===== src/rtl/nmi_pkg.sv =====
// Shared types for the NMI service path.
package nmi_pkg;

   typedef enum logic [1:0] {
      IDLE    = 2'd0,
      REQUEST = 2'd1,
      SERVICE = 2'd2
   } nmi_state_e;

endpackage


===== src/rtl/nmi_pend_counter.sv =====
// Saturating up/down counter holding NMIs that are queued but not yet acknowledged.
module nmi_pend_counter #(
   parameter int PEND_W = 2
) (
   input  logic              clk,
   input  logic              rst,
   input  logic              inc,
   input  logic              dec,
   output logic [PEND_W-1:0] count,
   output logic [PEND_W-1:0] count_next,
   output logic              sat
);

   localparam logic [PEND_W-1:0] CNT_MAX = '1;

   assign sat = (count == CNT_MAX);

   // inc together with dec is a net zero, so saturation never drops a request then
   always_comb begin
      count_next = count;
      case ({inc, dec})
         2'b10:   if (!sat) count_next = count + 1'b1;
         2'b01:   if (count != '0) count_next = count - 1'b1;
         default: count_next = count;
      endcase
   end

   always_ff @(posedge clk) begin
      if (rst) count <= '0;
      else     count <= count_next;
   end

endmodule


===== src/rtl/nmi_service_unit.sv =====
// NMI consumer: queues NMI events, runs the request/acknowledge/return handshake
// with the CPU and flags dropped NMIs and acknowledge timeouts.
//
// state   | meaning
// IDLE    | nothing pending, no handler running
// REQUEST | nmi_irq raised, waiting for cpu_ack
// SERVICE | handler running, waiting for nmi_ret
module nmi_service_unit
   import nmi_pkg::*;
#(
   parameter int                PEND_W      = 2,
   parameter int                VEC_W       = 8,
   parameter logic [VEC_W-1:0]  NMI_VECTOR  = 8'h02,
   parameter int                ACK_TIMEOUT = 16
) (
   input  logic              clk,
   input  logic              rst,
   input  logic              nmi_req,
   input  logic              cpu_ack,
   input  logic              nmi_ret,
   input  logic              err_clr,
   output logic              nmi_irq,
   output logic [VEC_W-1:0]  nmi_vector,
   output logic              nmi_active,
   output logic [PEND_W-1:0] pend_cnt,
   output logic              pend_ovf,
   output logic              ack_timeout
);

   localparam int              TMO_W    = $clog2(ACK_TIMEOUT + 1);
   localparam logic [TMO_W-1:0] TMO_LOAD = TMO_W'(ACK_TIMEOUT);
   localparam logic [TMO_W-1:0] TMO_ONE  = TMO_W'(1);

   nmi_state_e        state, state_next;
   logic [PEND_W-1:0] pend_next;
   logic              pend_sat;
   logic              pend_dec;
   logic              ovf_set;
   logic [TMO_W-1:0]  tmo_cnt;
   logic              tmo_fire;
   logic              enter_req;

   assign pend_dec = (state == REQUEST) && cpu_ack;
   assign ovf_set  = nmi_req && !pend_dec && pend_sat;

   nmi_pend_counter #(
      .PEND_W (PEND_W)
   ) u_pend (
      .clk        (clk),
      .rst        (rst),
      .inc        (nmi_req),
      .dec        (pend_dec),
      .count      (pend_cnt),
      .count_next (pend_next),
      .sat        (pend_sat)
   );

   always_comb begin
      state_next = state;
      case (state)
         IDLE:    if (pend_next != '0) state_next = REQUEST;
         REQUEST: if (cpu_ack) state_next = SERVICE;
         SERVICE: if (nmi_ret) state_next = (pend_next != '0) ? REQUEST : IDLE;
         default: state_next = IDLE;
      endcase
   end

   always_ff @(posedge clk) begin
      if (rst) state <= IDLE;
      else     state <= state_next;
   end

   // Down-counter: loaded with ACK_TIMEOUT on entry, fires on the cycle it reads 1
   // (the ACK_TIMEOUT-th cycle in REQUEST), then parks at 0 so it fires only once.
   assign enter_req = (state_next == REQUEST) && (state != REQUEST);
   assign tmo_fire  = (state == REQUEST) && !cpu_ack && (tmo_cnt == TMO_ONE);

   always_ff @(posedge clk) begin
      if (rst)                                      tmo_cnt <= '0;
      else if (enter_req)                           tmo_cnt <= TMO_LOAD;
      else if ((state == REQUEST) && (tmo_cnt != '0)) tmo_cnt <= tmo_cnt - 1'b1;
   end

   always_ff @(posedge clk) begin
      if (rst) begin
         pend_ovf    <= 1'b0;
         ack_timeout <= 1'b0;
      end else begin
         if (ovf_set)      pend_ovf <= 1'b1;
         else if (err_clr) pend_ovf <= 1'b0;
         if (tmo_fire)     ack_timeout <= 1'b1;
         else if (err_clr) ack_timeout <= 1'b0;
      end
   end

   assign nmi_irq    = (state == REQUEST);
   assign nmi_active = (state == SERVICE);
   assign nmi_vector = nmi_irq ? NMI_VECTOR : '0;

endmodule


===== config.mk =====
export PLATFORM = sky130hd
export DESIGN_NAME = nmi_service_unit
export DESIGN_NICKNAME = d
export VERILOG_FILES = /design/src/rtl/nmi_pkg.sv /design/src/rtl/nmi_pend_counter.sv /design/src/rtl/nmi_service_unit.sv
export SDC_FILE = /design/constraint.sdc
export NUM_CORES = 1
export LEC_CHECK = 0
export CAP_MARGIN = 20
export CORE_MARGIN = 2
export CORE_UTILIZATION = 40
export DETAILED_ROUTE_END_ITERATION = 6
export MAX_ROUTING_LAYER = met4
export PLACE_DENSITY = 0.69
export SYNTH_ARGS = -nofsm -noshare
export SYNTH_HDL_FRONTEND = slang
export SYNTH_SLANG_ARGS = --single-unit

===== constraint.sdc =====
create_clock -name clk -period 6.2 [get_ports clk]
set_clock_uncertainty 0.2 [all_clocks]
set_input_delay 1.24 -clock clk [delete_from_list [all_inputs] [get_ports clk]]
set_output_delay 1.24 -clock clk [all_outputs]
set_load 0.02 [all_outputs]

After elaboration in Yosys (flattened, before gate mapping)
Cells that the tools add are included.
Widths: inputs -> output; s select.

word-level totals
  register bits after elaboration = 11
  input port bits = 6
  output and inout bits = 14
  logic and storage cells = 48

cells by class
  $add $sub $neg = 3
  equal/unequal tests = 8
  multiplexer cells = 14
  reductions and logical operators = 17

operators with widths
  operator             number
  $mux 2               6
  $mux 5               2
  $reduce_bool 2->1    5
  $logic_and 1x1->1    7
  $eq 2x1->1 const B   3
  $eq 2x2->1 const B   3
  $pmux 2 s3           1
  $eq 5x1->1 const B   1
  $reduce_bool 5->1    1
  $sub 5x1->5 const B  1
  $mux 1               4
  $pmux 2 s2           1
  $add 2x1->2 const B  1
  $logic_not 1->1      2
  $logic_not 2->1      1
  $ne 2x1->1 const B   1
  $reduce_or 2->1      1
  $sub 2x1->2 const B  1

Depth between registers and ports, before layout
  depth after elaboration = 11
  mapped depth = 8
  gate-level depth less buffers = 7

Hierarchy
A second synthesis with hierarchy kept.

second synthesis, totals
  cells, all modules = 80
  area, all modules = 658.1 um^2

modules (own cells, without submodules)
  module            times used  cells an instance  area an instance (um^2)  seq. area each (um^2)
  nmi_service_unit  1           60                 501.7                    180.2
  nmi_pend_counter  1           20                 156.4                    40.0

Worst setup path before layout
Ideal clock, no wire load.

  path kind = in2reg
  from = in cpu_ack
  to = reg tmo_cnt[1]
  setup time = 0.141 ns
  arrival = 2.490 ns
  data required time = 5.859 ns
  path slack = 3.369 ns
  cell stages on the path = 6
  buffers on the path = 0
  cell sequence = nand2_1 inv_1 ha_1 mux2i_1 a2111oi_2 nor4_2

between the ends
  longest elaborated chain between the ends = 10
  elaborated cells on any way between the ends = 13
  classes of those cells = eq/ne (3); mux (6); reduce/logical (4)

ends and longest elaborated chain
  what                                             line                                            source
  start: declaration                               nmi_service_unit.sv:19                          input logic cpu_ack,
  $logic_and 1x1->1                                nmi_service_unit.sv:43                          assign pend_dec = (state == REQUEST) && cpu_ack;
  $eq 2x1->1 / $eq 2x2->1 (equally long branches)  nmi_pend_counter.sv:21                          case ({inc, dec})
  $pmux 2 s2                                       nmi_pend_counter.sv:21
  $reduce_bool 2->1                                nmi_service_unit.sv:61, nmi_service_unit.sv:63
  $mux 1                                           nmi_service_unit.sv:63                          SERVICE: if (nmi_ret) state_next = (pend_next != '0) ? REQUEST : IDLE;
  $mux 2                                           nmi_service_unit.sv:63
  $pmux 2 s3 *                                     nmi_service_unit.sv:60                          case (state)
  $eq 2x1->1 *                                     nmi_service_unit.sv:75                          assign enter_req = (state_next == REQUEST) && (state != REQUEST);
  $logic_and 1x1->1 *                              nmi_service_unit.sv:75
  $reduce_or 2->1 (no line) *                      -
  end signal: assignment                           nmi_service_unit.sv:81                          else if ((state == REQUEST) && (tmo_cnt != '0)) tmo_cnt <= tmo_cnt - 1'b1;
  end: declaration                                 nmi_service_unit.sv:39                          logic [TMO_W-1:0] tmo_cnt;

Every way passes the cells marked *; elsewhere a longest branch is shown, timed or not.
A chain may end at the register's enable or synchronous reset.

Worst setup path in the final report
  from = reg state[0]
  to = out nmi_irq

between the ends
  longest elaborated chain between the ends = 1

ends and longest elaborated chain
  what                      line                    source
  start: declaration        nmi_service_unit.sv:34  nmi_state_e state, state_next;
  start signal: assignment  nmi_service_unit.sv:70  else state <= state_next;
  $eq 2x1->1                nmi_service_unit.sv:96  assign nmi_irq = (state == REQUEST);
  end: declaration          nmi_service_unit.sv:22  output logic nmi_irq,

No other way between the ends.

==> run_results.csv <==
group,metric,value,unit
pwr,totalPowerFinal,176,uW
sta,slew_viol_final,0,
cells_and_area,diodes,0,
detailed_routing,drt-initial-drc-count,14,
sta,fin_crit_sh,57.5,%
synth,ys_warn_count,0,
critical_path,crit_arrival,2.13,ns
clock_network,postCtsHoldBufs,0,
global_routing,grt_antenna_before_repair,0,
synth,synth_seq_cells,11,
cells_and_area,area_growth,16.5,%
pwr,switching_share,32.5,%
detailed_routing,ant_nets,0,
global_routing,grt_overflow,0,
cells_and_area,nets,105,
die,row_count,15,
detailed_routing,drc_errors,0,
cells_and_area,final_common_cell,"clkdlybuf4s50_1",
global_routing,grtUsageTotal,16.3,%
detailed_routing,wl_per_cell,12.6,um
sta,max_freq,0.280,GHz
synth,synth_top_family_by_area,"simple AND/OR/NAND/NOR gates",
clock_network,insertion_delay,0.27,ns
die,initial_core_util,41.8,%
clock_network,cts_sinks,11,
pwr,p_leak,0.316,nW
clock_network,cts_made_buffers,3,
sta,fin_crit,3.57,ns
sta,worst_pin_slew,0.752,ns
pwr,p_int,119,uW
clock_network,cts_tree,"done",
sta,fin_setup_tns,0,ns
place,port_buffers,12,
place,dpl.cell_count,106,
clock_network,cts_buffer_depth,2,
clock_network,htreeDepth,1,
pwr,p_sw,57.3,uW
die,ios,20,
critical_path,worstPathMaxFanout,11,
synth,syn_inst,82,
synth,avgSynthCellArea,8.61,sq um
clock_network,cts_setup_buffers,0,
pwr,irDropWorstVdd,0.126,mV
die,die_h,46,um
detailed_routing,wirelength,1380,um
cells_and_area,drive_above_1_share,8.60,%
synth,synthAdderAreaFrac,8.87,%
clock_network,cts_root_buffer,"clkbuf_4",
critical_path,cp-start-kind,"register",
pwr,combPwrFrac,26.3,%
synth,yosys.cell_types.count,34,
synth,netlist_area,706,sq um
die,die-area,0.00212,sq mm
place,place_congestion,0.828,
critical_path,end_kind,"output pin",
place,place_ws,2.75,ns
global_routing,grt_pass1_vias,575,
pwr,sequentialPowerShare,45.4,%
global_routing,grt_first_pass_wirelength,2450,um
cells_and_area,fin_util,48.7,%
sta,hold_viol_final,0,
synth,synthXorXnorAreaFrac,0,%
min_path,hold_class,"reg -> reg",
flow_run,drv_cap,0,
synth,muxShareOfSynthArea,1.42,%
clock_network,ctsResizeCount,0,
critical_path,cp.required,4.76,ns
sta,rsz0062_at_grt,"false",
pwr,clkPwrFrac,28.3,%
synth,synth_compound_area_share,20.9,%
detailed_routing,first_pass_iters,4,
sta,finalSetupViolations,0,
die,die_width,46,um
outcome,status,"finished clean",
global_routing,grt_max_degree,12,
die,core_region_area,0.00169,sq mm
critical_path,path_class,"reg -> out",
detailed_routing,viasPerCell,5.51,
sta,setup_slack,2.63,ns
sta,relSlewSlack,49.8,%
detailed_routing,vias,606,
pwr,p_per_area,214,mW/mm^2
synth,synth-simple-area-share,23.4,%
place,dp_hpwl,1030,um
cells_and_area,fin_cells,110,
clock_network,clk_pin_slew,0.07,ns
synth,ys_seq_area_share,31.2,%
cells_and_area,layout_common_cells,"clkdlybuf4s50_1 (12), dfxtp_1 (11), conb_1 (7)",
-- sequential cells by signal (all words and copies together), names as in the netlist --
| signal | cells |
|---|---|
| ack_timeout | 1 |
| tmo_cnt | 5 |
| u_pend.count | 2 |
| state | 2 |
| pend_ovf | 1 |
-- metrics by stage --
step	hold WS, ns	instance area [sq um]
after CTS	0.258	822
final	0.254	822
after global placement	0.248	796
after global routing	0.278	822
after floorplan	0.275	728
after detailed placement	0.248	796
-- metal layers --
| metal | GRT usage, % | vias up | part of all wire [%] |
|---|---|---|---|
| li1 | - | 302 | - |
| met1 | 21.2 | 278 | 49 |
| met2 | 25.6 | 24 | 45 |
| met3 | 3.57 | 2 | 5.1 |
| met4 | 3.43 | 0 | 1.4 |
| met5 | - | - | 0 |
-- worst max-delay path, stage by stage, from the launching register on --
cell,delay [ns]
dfxtp_1,0.46
nor2b_1,0.65
clkdlybuf4s50_1,0.74
-- synth_stat cells (all sizes together) --
cell	number	area, sq um
nand2b	2	12.5
conb	1	3.75
a32oi	1	8.76
a31oi	1	6.26
a221oi	1	8.76
and3	1	7.51
nor2b	5	31.3
nor4	1	12.5
a22oi	1	7.51
and2	2	12.5
ha	5	62.6
a21o	1	7.51
or4b	2	20.0
buf	10	70.1
nor2	4	15.0
dfxtp	11	220
a21bo	1	10.0
inv	6	22.5
or3	1	6.26
nand3	1	5.00
a2111oi	1	15.0
o21ai	3	15.0
nand3b	1	7.51
mux2i	1	10.0
clkbuf	1	3.75
a211oi	2	20.0
a2111o	1	11.3
a21oi	6	30.0
nand2	2	7.51
nand4	2	12.5
o31ai	1	7.51
nor3	3	15.0
-- kinds of logic after synthesis --
group           Yosys count
simple gates             27
compound gates           20
buf+inv                  17
flops                    11
fa+ha+maj                 5
mux                       1
other cells               1
-- final cells by class --
type / count / area (sq um)
Sequential cell: 11 / 220
Multi-Input combinational cell: 60 / 412
Fill cell: 161 / 867
Timing Repair Buffer: 12 / 120
Tap cell: 17 / 21.3
Inverter: 6 / 22.5
Clock buffer: 4 / 26.3
-- power groups by stage --
stage / Combinational, mW / Sequential, mW / Clock (mW)
detailed placement: 0.0463 / 0.0812 / 0
floorplan: 0.0376 / 0.0809 / 0
global placement: 0.0453 / 0.0812 / 0
CTS: 0.0465 / 0.0796 / 0.0514
global route: 0.0517 / 0.0806 / 0.0538
finish: 0.0464 / 0.0800 / 0.0498
-- worst paths after layout --
check,from,endpoint,slack (ns),cells past startpoint
max reg2reg,state[0],tmo_cnt[1],3.31,7
max,state[0],nmi_irq,2.63,2
min reg2reg,ack_timeout,ack_timeout,0.25,2
min,ack_timeout,ack_timeout,0.25,2
Power figures use the tool's default switching activity.
